[src/rtl/id_stage_hs_if.sv]
// IF->ID->EX handshake bundle: instruction input side plus the registered ID/EX outputs.
// The stage connects through the slave modport; the surrounding pipeline uses master.
interface id_stage_hs_if #(
   parameter int unsigned DATA_W     = 32,
   parameter int unsigned REG_ADDR_W = 5
);
   logic                  valid;
   logic                  ready;
   logic [31:0]           instruction;
   logic [DATA_W-1:0]     pc;

   logic                  ex_valid;
   logic                  ex_ready;
   logic [DATA_W-1:0]     ra;
   logic [DATA_W-1:0]     rb;
   logic [DATA_W-1:0]     imm;
   logic [REG_ADDR_W-1:0] rs;
   logic [REG_ADDR_W-1:0] rt;
   logic [REG_ADDR_W-1:0] rd;
   logic [5:0]            opcode;
   logic [5:0]            funct;
   logic [4:0]            shamt;
   logic [1:0]            ctl_wb;
   logic [4:0]            ctl_mem;
   logic [3:0]            ctl_ex;

   modport master (
      output valid, instruction, pc, ex_ready,
      input  ready, ex_valid, ra, rb, imm, rs, rt, rd, opcode, funct, shamt,
             ctl_wb, ctl_mem, ctl_ex
   );

   modport slave (
      input  valid, instruction, pc, ex_ready,
      output ready, ex_valid, ra, rb, imm, rs, rt, rd, opcode, funct, shamt,
             ctl_wb, ctl_mem, ctl_ex
   );
endinterface

[src/rtl/id_stage_hs.sv]
// MIPS instruction decode stage with valid/ready handshake on both sides, a write-through
// register bank, optional ID-stage branch resolution and a RUN/HALT/END debug state machine.
module id_stage_hs #(
   parameter int unsigned DATA_W       = 32,
   parameter int unsigned REG_ADDR_W   = 5,
   parameter bit          BRANCH_IN_ID = 1'b1,
   parameter logic [31:0] END_WORD     = 32'hFFFF_FFFF
) (
   input  logic                  i_clk,
   input  logic                  i_reset,
   id_stage_hs_if.slave          bus,
   input  logic                  i_stall,
   input  logic                  i_flush,
   input  logic                  i_halt,
   input  logic                  i_wb_we,
   input  logic [REG_ADDR_W-1:0] i_wb_addr,
   input  logic [DATA_W-1:0]     i_wb_data,
   output logic                  o_jump,
   output logic [DATA_W-1:0]     o_jump_address,
   output logic [REG_ADDR_W-1:0] o_rs_wire,
   output logic [REG_ADDR_W-1:0] o_rt_wire,
   input  logic [REG_ADDR_W-1:0] i_dbg_addr,
   output logic [DATA_W-1:0]     o_dbg_data,
   output logic                  o_program_end
);

   localparam int unsigned NumRegs = 2 ** REG_ADDR_W;

   localparam logic [1:0] StRun  = 2'd0;
   localparam logic [1:0] StHalt = 2'd1;
   localparam logic [1:0] StEnd  = 2'd2;

   localparam logic [5:0] OpRtype = 6'h00;
   localparam logic [5:0] OpJ     = 6'h02;
   localparam logic [5:0] OpJal   = 6'h03;
   localparam logic [5:0] OpBeq   = 6'h04;
   localparam logic [5:0] OpBne   = 6'h05;
   localparam logic [5:0] FnJr    = 6'h08;
   localparam logic [5:0] FnJalr  = 6'h09;

   logic [1:0]            state_q, state_d;
   logic [DATA_W-1:0]     bank_q [NumRegs];

   logic                  valid_q, prog_end_q;
   logic [DATA_W-1:0]     ra_q, rb_q, imm_q;
   logic [REG_ADDR_W-1:0] rs_q, rt_q, rd_q;
   logic [5:0]            op_q, fn_q;
   logic [4:0]            sh_q;
   logic [1:0]            ctl_wb_q, ctl_wb_d;
   logic [4:0]            ctl_mem_q, ctl_mem_d;
   logic [3:0]            ctl_ex_q, ctl_ex_d;

   logic [31:0]           instr;
   logic [5:0]            f_op, f_fn;
   logic [REG_ADDR_W-1:0] f_rs, f_rt, f_rd;
   logic [DATA_W-1:0]     imm_ext;
   logic                  is_jr, is_jalr, is_jal, is_link, is_end;

   logic                  ready, take, wb_en, taken;
   logic [REG_ADDR_W-1:0] rd_a_addr;
   logic [DATA_W-1:0]     port_a, port_b, jump_target;

   assign instr   = bus.instruction;
   assign f_op    = instr[31:26];
   assign f_fn    = instr[5:0];
   assign f_rs    = REG_ADDR_W'(instr[25:21]);
   assign f_rt    = REG_ADDR_W'(instr[20:16]);
   assign f_rd    = REG_ADDR_W'(instr[15:11]);
   assign imm_ext = {{(DATA_W-16){instr[15]}}, instr[15:0]};
   assign is_jr   = (f_op == OpRtype) && (f_fn == FnJr);
   assign is_jalr = (f_op == OpRtype) && (f_fn == FnJalr);
   assign is_jal  = (f_op == OpJal);
   assign is_link = is_jal || is_jalr;
   assign is_end  = (instr == END_WORD);

   assign o_rs_wire = f_rs;
   assign o_rt_wire = f_rt;

   assign ready = (state_q == StRun) && !i_halt && !i_stall && (!valid_q || bus.ex_ready);
   assign take  = bus.valid && ready && !i_flush;
   assign bus.ready = ready;

   // Bank writes are frozen while halted; an active write forwards straight to the reads.
   assign wb_en     = i_wb_we && (state_q != StHalt) && !i_halt && (i_wb_addr != '0);
   assign rd_a_addr = (i_halt || state_q == StEnd) ? i_dbg_addr : f_rs;
   assign port_a    = (wb_en && i_wb_addr == rd_a_addr) ? i_wb_data : bank_q[rd_a_addr];
   assign port_b    = (wb_en && i_wb_addr == f_rt) ? i_wb_data : bank_q[f_rt];
   assign o_dbg_data = port_a;

   always_comb begin
      ctl_wb_d  = '0;
      ctl_mem_d = '0;
      ctl_ex_d  = '0;
      if (instr != '0 && !is_end) begin
         if (f_op == OpRtype) begin
            ctl_wb_d = is_jr ? 2'b10 : 2'b11;
            ctl_ex_d = is_jalr ? 4'b1000 : 4'b1100;
         end else if (f_op[5:3] == 3'b100 || f_op[5:3] == 3'b101) begin
            ctl_wb_d  = f_op[3] ? 2'b10 : 2'b01;
            ctl_mem_d = {~f_op[3], f_op[3], f_op[2], f_op[1:0]};
            ctl_ex_d  = 4'b0001;
         end else if (f_op[5:3] == 3'b001) begin
            ctl_wb_d = 2'b11;
            ctl_ex_d = 4'b0111;
         end else if (f_op == OpBeq || f_op == OpBne) begin
            ctl_wb_d = 2'b10;
            ctl_ex_d = 4'b0010;
         end else if (is_jal) begin
            ctl_wb_d = 2'b11;
            ctl_ex_d = 4'b1000;
         end else if (f_op == OpJ) begin
            ctl_wb_d = 2'b10;
         end
      end
   end

   always_comb begin
      taken       = 1'b0;
      jump_target = bus.pc + (imm_ext << 2);
      if (f_op == OpBeq) begin
         taken = (port_a == port_b);
      end else if (f_op == OpBne) begin
         taken = (port_a != port_b);
      end else if (f_op == OpJ || f_op == OpJal) begin
         taken       = 1'b1;
         jump_target = {bus.pc[DATA_W-1:28], instr[25:0], 2'b00};
      end else if (is_jr || is_jalr) begin
         taken       = 1'b1;
         jump_target = port_a;
      end
   end

   assign o_jump         = BRANCH_IN_ID && bus.valid && ready && !i_flush && taken;
   assign o_jump_address = jump_target;

   always_comb begin
      state_d = state_q;
      case (state_q)
         StRun:   if (i_halt) state_d = StHalt;
                  else if (take && is_end) state_d = StEnd;
         StHalt:  if (!i_halt) state_d = StRun;
         StEnd:   state_d = StEnd;
         default: state_d = StRun;
      endcase
   end

   always_ff @(posedge i_clk or posedge i_reset) begin
      if (i_reset) begin
         state_q    <= StRun;
         prog_end_q <= 1'b0;
      end else begin
         state_q <= state_d;
         if (take && is_end) prog_end_q <= 1'b1;
      end
   end

   always_ff @(posedge i_clk or posedge i_reset) begin
      if (i_reset) begin
         for (int unsigned i = 0; i < NumRegs; i++) bank_q[i] <= '0;
      end else if (wb_en) begin
         bank_q[i_wb_addr] <= i_wb_data;
      end
   end

   always_ff @(posedge i_clk or posedge i_reset) begin
      if (i_reset) begin
         valid_q   <= 1'b0;
         ra_q      <= '0;
         rb_q      <= '0;
         imm_q     <= '0;
         rs_q      <= '0;
         rt_q      <= '0;
         rd_q      <= '0;
         op_q      <= '0;
         fn_q      <= '0;
         sh_q      <= '0;
         ctl_wb_q  <= '0;
         ctl_mem_q <= '0;
         ctl_ex_q  <= '0;
      end else if (i_flush) begin
         valid_q   <= 1'b0;
         ctl_wb_q  <= '0;
         ctl_mem_q <= '0;
         ctl_ex_q  <= '0;
      end else if (state_q == StHalt || i_halt) begin
         valid_q <= valid_q;
      end else if (take) begin
         valid_q   <= 1'b1;
         ra_q      <= is_link ? bus.pc : port_a;
         rb_q      <= is_link ? DATA_W'(4) : port_b;
         imm_q     <= imm_ext;
         rs_q      <= f_rs;
         rt_q      <= is_link ? '0 : f_rt;
         rd_q      <= is_jal ? '1 : f_rd;
         op_q      <= f_op;
         fn_q      <= f_fn;
         sh_q      <= instr[10:6];
         ctl_wb_q  <= ctl_wb_d;
         ctl_mem_q <= ctl_mem_d;
         ctl_ex_q  <= ctl_ex_d;
      end else if (!valid_q || bus.ex_ready) begin
         // Bubble: data fields keep their last value, only validity and control clear.
         valid_q   <= 1'b0;
         ctl_wb_q  <= '0;
         ctl_mem_q <= '0;
         ctl_ex_q  <= '0;
      end
   end

   assign bus.ex_valid   = valid_q;
   assign bus.ra         = ra_q;
   assign bus.rb         = rb_q;
   assign bus.imm        = imm_q;
   assign bus.rs         = rs_q;
   assign bus.rt         = rt_q;
   assign bus.rd         = rd_q;
   assign bus.opcode     = op_q;
   assign bus.funct      = fn_q;
   assign bus.shamt      = sh_q;
   assign bus.ctl_wb     = ctl_wb_q;
   assign bus.ctl_mem    = ctl_mem_q;
   assign bus.ctl_ex     = ctl_ex_q;
   assign o_program_end  = prog_end_q;

endmodule

[src/flat_wrapper.sv]
// flat-port wrapper written by rule: the top's interface ports become plain ports
module id_stage_hs_flat 
#(
   parameter int unsigned DATA_W       = 32,
   parameter int unsigned REG_ADDR_W   = 5,
   parameter bit          BRANCH_IN_ID = 1'b1,
   parameter logic [31:0] END_WORD     = 32'hFFFF_FFFF
)
  (i_clk, i_reset, i_stall, i_flush, i_halt, i_wb_we, i_wb_addr, i_wb_data, o_jump, o_jump_address, o_rs_wire, o_rt_wire, i_dbg_addr, o_dbg_data, o_program_end, bus_valid, bus_instruction, bus_pc, bus_ex_ready, bus_ready, bus_ex_valid, bus_ra, bus_rb, bus_imm, bus_rs, bus_rt, bus_rd, bus_opcode, bus_funct, bus_shamt, bus_ctl_wb, bus_ctl_mem, bus_ctl_ex);
  id_stage_hs_if #(.DATA_W(DATA_W), .REG_ADDR_W(REG_ADDR_W)) bus_i ();
  input  logic i_clk;
  input  logic i_reset;
  input  logic i_stall;
  input  logic i_flush;
  input  logic i_halt;
  input  logic i_wb_we;
  input  logic [REG_ADDR_W-1:0] i_wb_addr;
  input  logic [DATA_W-1:0] i_wb_data;
  output logic o_jump;
  output logic [DATA_W-1:0] o_jump_address;
  output logic [REG_ADDR_W-1:0] o_rs_wire;
  output logic [REG_ADDR_W-1:0] o_rt_wire;
  input  logic [REG_ADDR_W-1:0] i_dbg_addr;
  output logic [DATA_W-1:0] o_dbg_data;
  output logic o_program_end;
  input wire logic [$bits(bus_i.valid)-1:0] bus_valid;
  input wire logic [$bits(bus_i.instruction)-1:0] bus_instruction;
  input wire logic [$bits(bus_i.pc)-1:0] bus_pc;
  input wire logic [$bits(bus_i.ex_ready)-1:0] bus_ex_ready;
  output wire logic [$bits(bus_i.ready)-1:0] bus_ready;
  output wire logic [$bits(bus_i.ex_valid)-1:0] bus_ex_valid;
  output wire logic [$bits(bus_i.ra)-1:0] bus_ra;
  output wire logic [$bits(bus_i.rb)-1:0] bus_rb;
  output wire logic [$bits(bus_i.imm)-1:0] bus_imm;
  output wire logic [$bits(bus_i.rs)-1:0] bus_rs;
  output wire logic [$bits(bus_i.rt)-1:0] bus_rt;
  output wire logic [$bits(bus_i.rd)-1:0] bus_rd;
  output wire logic [$bits(bus_i.opcode)-1:0] bus_opcode;
  output wire logic [$bits(bus_i.funct)-1:0] bus_funct;
  output wire logic [$bits(bus_i.shamt)-1:0] bus_shamt;
  output wire logic [$bits(bus_i.ctl_wb)-1:0] bus_ctl_wb;
  output wire logic [$bits(bus_i.ctl_mem)-1:0] bus_ctl_mem;
  output wire logic [$bits(bus_i.ctl_ex)-1:0] bus_ctl_ex;
  assign bus_i.valid = bus_valid;
  assign bus_i.instruction = bus_instruction;
  assign bus_i.pc = bus_pc;
  assign bus_i.ex_ready = bus_ex_ready;
  assign bus_ready = bus_i.ready;
  assign bus_ex_valid = bus_i.ex_valid;
  assign bus_ra = bus_i.ra;
  assign bus_rb = bus_i.rb;
  assign bus_imm = bus_i.imm;
  assign bus_rs = bus_i.rs;
  assign bus_rt = bus_i.rt;
  assign bus_rd = bus_i.rd;
  assign bus_opcode = bus_i.opcode;
  assign bus_funct = bus_i.funct;
  assign bus_shamt = bus_i.shamt;
  assign bus_ctl_wb = bus_i.ctl_wb;
  assign bus_ctl_mem = bus_i.ctl_mem;
  assign bus_ctl_ex = bus_i.ctl_ex;
  id_stage_hs #(.DATA_W(DATA_W), .REG_ADDR_W(REG_ADDR_W), .BRANCH_IN_ID(BRANCH_IN_ID), .END_WORD(END_WORD)) u_core (.i_clk(i_clk), .i_reset(i_reset), .bus(bus_i), .i_stall(i_stall), .i_flush(i_flush), .i_halt(i_halt), .i_wb_we(i_wb_we), .i_wb_addr(i_wb_addr), .i_wb_data(i_wb_data), .o_jump(o_jump), .o_jump_address(o_jump_address), .o_rs_wire(o_rs_wire), .o_rt_wire(o_rt_wire), .i_dbg_addr(i_dbg_addr), .o_dbg_data(o_dbg_data), .o_program_end(o_program_end));
endmodule
[config.mk]
export PLATFORM = sky130hd
export DESIGN_NAME = id_stage_hs_flat
export DESIGN_NICKNAME = d
export VERILOG_FILES = /design/src/rtl/id_stage_hs_if.sv /design/src/rtl/id_stage_hs.sv /design/src/flat_wrapper.sv
export SDC_FILE = /design/constraint.sdc
export NUM_CORES = 2
export LEC_CHECK = 0
export CAP_MARGIN = 10
export CORE_MARGIN = 2
export CORE_UTILIZATION = 25
export CTS_BUF_LIST = sky130_fd_sc_hd__clkbuf_4
export CTS_CLUSTER_DIAMETER = 30
export DETAILED_ROUTE_END_ITERATION = 7
export GPL_ROUTABILITY_DRIVEN = 0
export PLACE_DENSITY = 0.45
export SETUP_SLACK_MARGIN = 0.15
export SLEW_MARGIN = 30
export SYNTH_ARGS = -nofsm -noshare
export SYNTH_HDL_FRONTEND = slang
export SYNTH_SLANG_ARGS = --single-unit
[constraint.sdc]
create_clock -name i_clk -period 68 [get_ports i_clk]
set_clock_uncertainty 0.1 [all_clocks]
set_input_delay 10.2 -clock i_clk [delete_from_list [all_inputs] [get_ports i_clk]]
set_output_delay 10.2 -clock i_clk [all_outputs]
set_load 0.005 [all_outputs]
==> implementation parameters <==
Parameter                              Value

STA
  Max Clk Rate ... 34.8 MHz
  Final critical delay including setup and external delays ... 28.73 ns
  Final number of setup-violating endpoints ... 0
  Slew Limit Fails ... 0
  Worst-margin pin slew ... 1.10 ns
  Part of the cycle the worst path needs ... 42.3%
  Worst slew slack as a fraction of its limit ... 26.7%
  Sum of negative setup slack ... 0 ns
  Unrepaired setup endpoints after global routing ... false
  Number of hold violations in the final report ... 0

Synth
  Combinational family with the most area after synthesis ... multiplexers
  Mux cell area share after synthesis ... 28.4%
  Instance count of the mapped netlist ... 6298
  Async S/R FF share, synth ... 100%
  Sequential element share of the synthesized area ... 41.2%
  Fraction of the mapped netlist area in simple logic gates ... 10.7%
  #FFs+latches synth ... 1140
  Post-Synthesis Net Count ... 6442
  Post-synthesis share of cell area spent on xor and xnor gates ... 0.935%
  Compound-Gate Fraction of Synth Area ... 13.3%
  Yosys Warn Count ... 0
  Number of enable-type register cells in the synthesized netlist ... 0
  Synth unique cells ... 93
  Avg Cell Area, Syn ... 11.0 um^2
  Syn Std Cell Area ... 69300 um^2
  Leading register cell type out of synthesis ... sky130_fd_sc_hd__dfrtp_1
  Adder-cell area share of the yosys netlist ... 0.552%

Clocking
  Hold-fix buffer count after cts ... 0
  Clock Tree Buf Depth ... 4
  Worst-skew pair later-pin latency ... 1.44 ns
  Number of resized instances in the post-cts repair step ... 0
  CTS H-tree lvls ... 5
  Number of clock buffers inserted by TritonCTS ... 376
  Clock root buffer master ... sky130_fd_sc_hd__clkbuf_4
  Sink count of the clock tree ... 1140
  Post-CTS setup buffers ... 0
  TritonCTS clock tree ... yes
  Clock-pin slew of the registers on the worst-case setup and hold paths ... 0.06 ns

Job
  Maximum Capacitance Violations ... 0

Global routing
  Via count of the first global-routing pass ... 58.7k
  Global router's overall resource usage ... 23.5%
  GRT overflow ... 0
  Antenna violations before repair ... 20
  Wire length of the first global-routing pass ... 472 mm
  Pin count of the biggest net entering global routing ... 157

Critical path
  Number of cells on the worst reg-to-reg path ... 16
  Required time at the worst-slack endpoint ... 57.70 ns
  Maximum fanout count along the critical path ... 134
  Critical path buffers and inverters ... 6
  Reg-to-reg startpoint ... u_core.state_q[1]$_DFFE_PP0P_
  Delay-heaviest family, CP ... buffers and inverters
  Critical Setup Path Class ... in -> out
  Crit-path most repeated cell ... sky130_fd_sc_hd__buf_4
  Largest incremental delay on the critical path ... 0.81 ns
  Capturing point of the worst reg2reg path ... u_core.bus.ra[15]$_DFFE_PP0P_
  Slowest stage cell on the critical path ... sky130_fd_sc_hd__nor4_2
  Internal reg-to-reg setup slack ... 61.37 ns
  Type of destination of the critical path ... output pin
  Launch point of the worst path ... i_halt
  Data arrival at the endpoint of the critical path ... 18.43 ns
  Cell-by-cell listing of the critical path ... buf_6, inv_6, buf_12, nand3_4, nand2_8, buf_4, buf_4, mux4_2, a22oi_1, nand3_1, a221oi_1, xnor2_1, nand4_1, o21ai_0, a31oi_1, nor4_2, clkdlybuf4s50_1
  Startpoint class of the critical path ... primary input

Min path
  Origin of the worst min-delay path ... u_core.bank_q[1020]$_DFFE_PP0P_
  Worst Hold End ... u_core.bank_q[1020]$_DFFE_PP0P_
  Hold crit path type ... reg -> reg
  Worst hold path depth ... 0

Drt
  Number of iterations in the first detailed-routing pass ... 6
  DRC violation count after routing ... 0
  Total wire length ... 339 mm
  Via count ... 59.2k
  Detail Route Antenna Nets ... 0
  Average vias per placed instance ... 5.64
  First-iteration detailed-routing DRC count ... 6246
  Wire length per cell ... 32.3 um

Cells and area
  Signed area change from the synthesized netlist to the final layout ... 16.8%
  Most used cells in the layout excluding fill and tap cells ... sky130_fd_sc_hd__dfrtp_1 (1140), sky130_fd_sc_hd__mux2_2 (946), sky130_fd_sc_hd__nand2_1 (696)
  Post-Layout Inst Area ... 80900 um^2
  Most common library cell in the layout ignoring fill and taps ... sky130_fd_sc_hd__dfrtp_1
  Count of placed standard cells in the final layout, fillers left out ... 10.5k
  Final #Nets ... 6677
  Fraction of final layout cells sized beyond drive strength 1 ... 32.2%

Floorplanning
  Overall die area ... 282000 um^2
  Overall die height ... 531 um
  Standard-cell row count ... 193
  Core ar. ... 276000 um^2
  Starting Density ... 25.1%
  Die Width ... 531 um
  I/O pins ... 331

Place
  Dpl hpwl ... 213 mm
  Total placed cells including tap cells ... 9858
  Total cell area at the placement stage ... 76500 um^2
  Number of buffers added on ports ... 330

Pwr
  Standby leakage power ... 0.0342 uW
  Cell Pwr Density ... 23.4 nW/um^2
  Worst IR drop on VDD ... 14.6 uV

Status
  Outcome ... complete, no violations
==> Yosys cell counts (all sizes together), types with 22 or more instances <==
library cell  number  share of area, %
mux2             946                15
nand3            107              0.77
nand2b           321               2.9
nor4              22              0.23
a31oi             61              0.55
o211ai            69              0.75
a211oi           287               3.1
nor2             162              0.88
and3              98              0.89
a22oi            218               2.4
ha                29              0.52
o21ai            282               2.0
mux2i            124               1.8
a311oi            33              0.42
buf              297               2.5
dfrtp           1140                41
xnor2             45              0.57
nand2            712               3.9
inv               45              0.24
xor2              29              0.37
nand4             30              0.27
clkbuf           411               2.2
o22ai             82              0.74
mux4             345                11
a21oi            107              0.78
==> worst register-to-register path: cells and delay by family, from the launching register on <==
| kind | cells | cell delay [ns] |
|---|---|---|
| buffers and inverters | 4 | 2.21 |
| AND/OR/NAND/NOR | 6 | 1.91 |
| AO/OA/AOI/OAI | 5 | 1.21 |
| multiplexers | 1 | 0.58 |
| flip-flops | 1 | 0.44 |
==> how the worst max path moves through the flow <==
stage / slack, ns / cells after the start / endpoint
floorplan: 25.59 / 1 / u_core.bank_q[0]$_DFFE_PP0P_
global placement: 39.15 / 18 / o_jump
detailed placement: 39.50 / 17 / o_jump
CTS: 39.50 / 17 / o_jump
global route: 39.17 / 17 / o_jump
finish: 39.27 / 17 / o_jump
==> area by class of cell <==
cell class | instances | area (um^2)
clock inverters | 120 | 542
flip-flops and latches | 1140 | 28500
multi-input cells | 4403 | 37900
fillers | 28790 | 195000
clock buffers | 508 | 3810
well taps | 3705 | 4640
repair buffers | 565 | 5340
diodes | 8 | 20.0
inverters | 47 | 190
==> stage by stage <==
| stage | hold WS, ns | worst slack (ns) | power (uW) | util (%) |
|---|---|---|---|---|
| 6_report | 0.296 | 39.27 | 1890 | 29.3 |
| 3_5_place_dp | 0.283 | 39.50 | 1210 | 27.7 |
| 2_1_floorplan | 0.335 | 25.59 | 1020 | - |
| 3_3_place_gp | 0.277 | 39.15 | 1200 | 27.6 |
| 4_1_cts | 0.296 | 39.50 | 1900 | 29.3 |
| 5_1_grt | 0.303 | 39.17 | 1970 | 29.3 |
==> registers in the layout, indices dropped and copies added (netlist names) <==
register,cells
u_core.bus.rt,5
u_core.o_program_end,1
u_core.bus.funct,5
u_core.bus.rb,32
u_core.bus.rd,5
u_core.bus.ctl_mem,5
u_core.bus.ex_valid,1
u_core.bus.ra,32
u_core.bus.rs,5
u_core.bus.opcode,6
u_core.bus.ctl_ex,4
u_core.bus.ctl_wb,2
u_core.bus.imm,7
u_core.bank_q,1024
u_core.bus.shamt,4
u_core.state_q,2
==> per-layer routing <==
layer | wire, um | up-vias | share of wire (%) | track usage (%)
met4 | 21600 | 8 | 6.4 | 13.9
met5 | 52 | - | 0.015 | 0
li1 | - | 24122 | - | -
met2 | 152000 | 3168 | 45 | 35.9
met1 | 137000 | 31099 | 41 | 30.5
met3 | 27400 | 847 | 8.1 | 5.14
==> power by group <==
group	leakage (uW)	switching [uW]	internal, uW
Combinational	0.0161	228	177
Sequential	0.0155	54.5	741
Clock	0.00261	339	351
==> cells by family (layout without fill, tap and decap cells) <==
kind of cell / after synthesis / count (layout)
other: 0 / 8
multiplexers: 1415 / 1415
buffers and inverters: 755 / 1240
XOR/XNOR: 74 / 74
flip-flops: 1140 / 1140
AND/OR/NAND/NOR: 1547 / 1547
AO/OA/AOI/OAI: 1337 / 1337
adder cells (fa/ha/maj): 30 / 30
No activity file was read; power rests on OpenSTA's default activity.
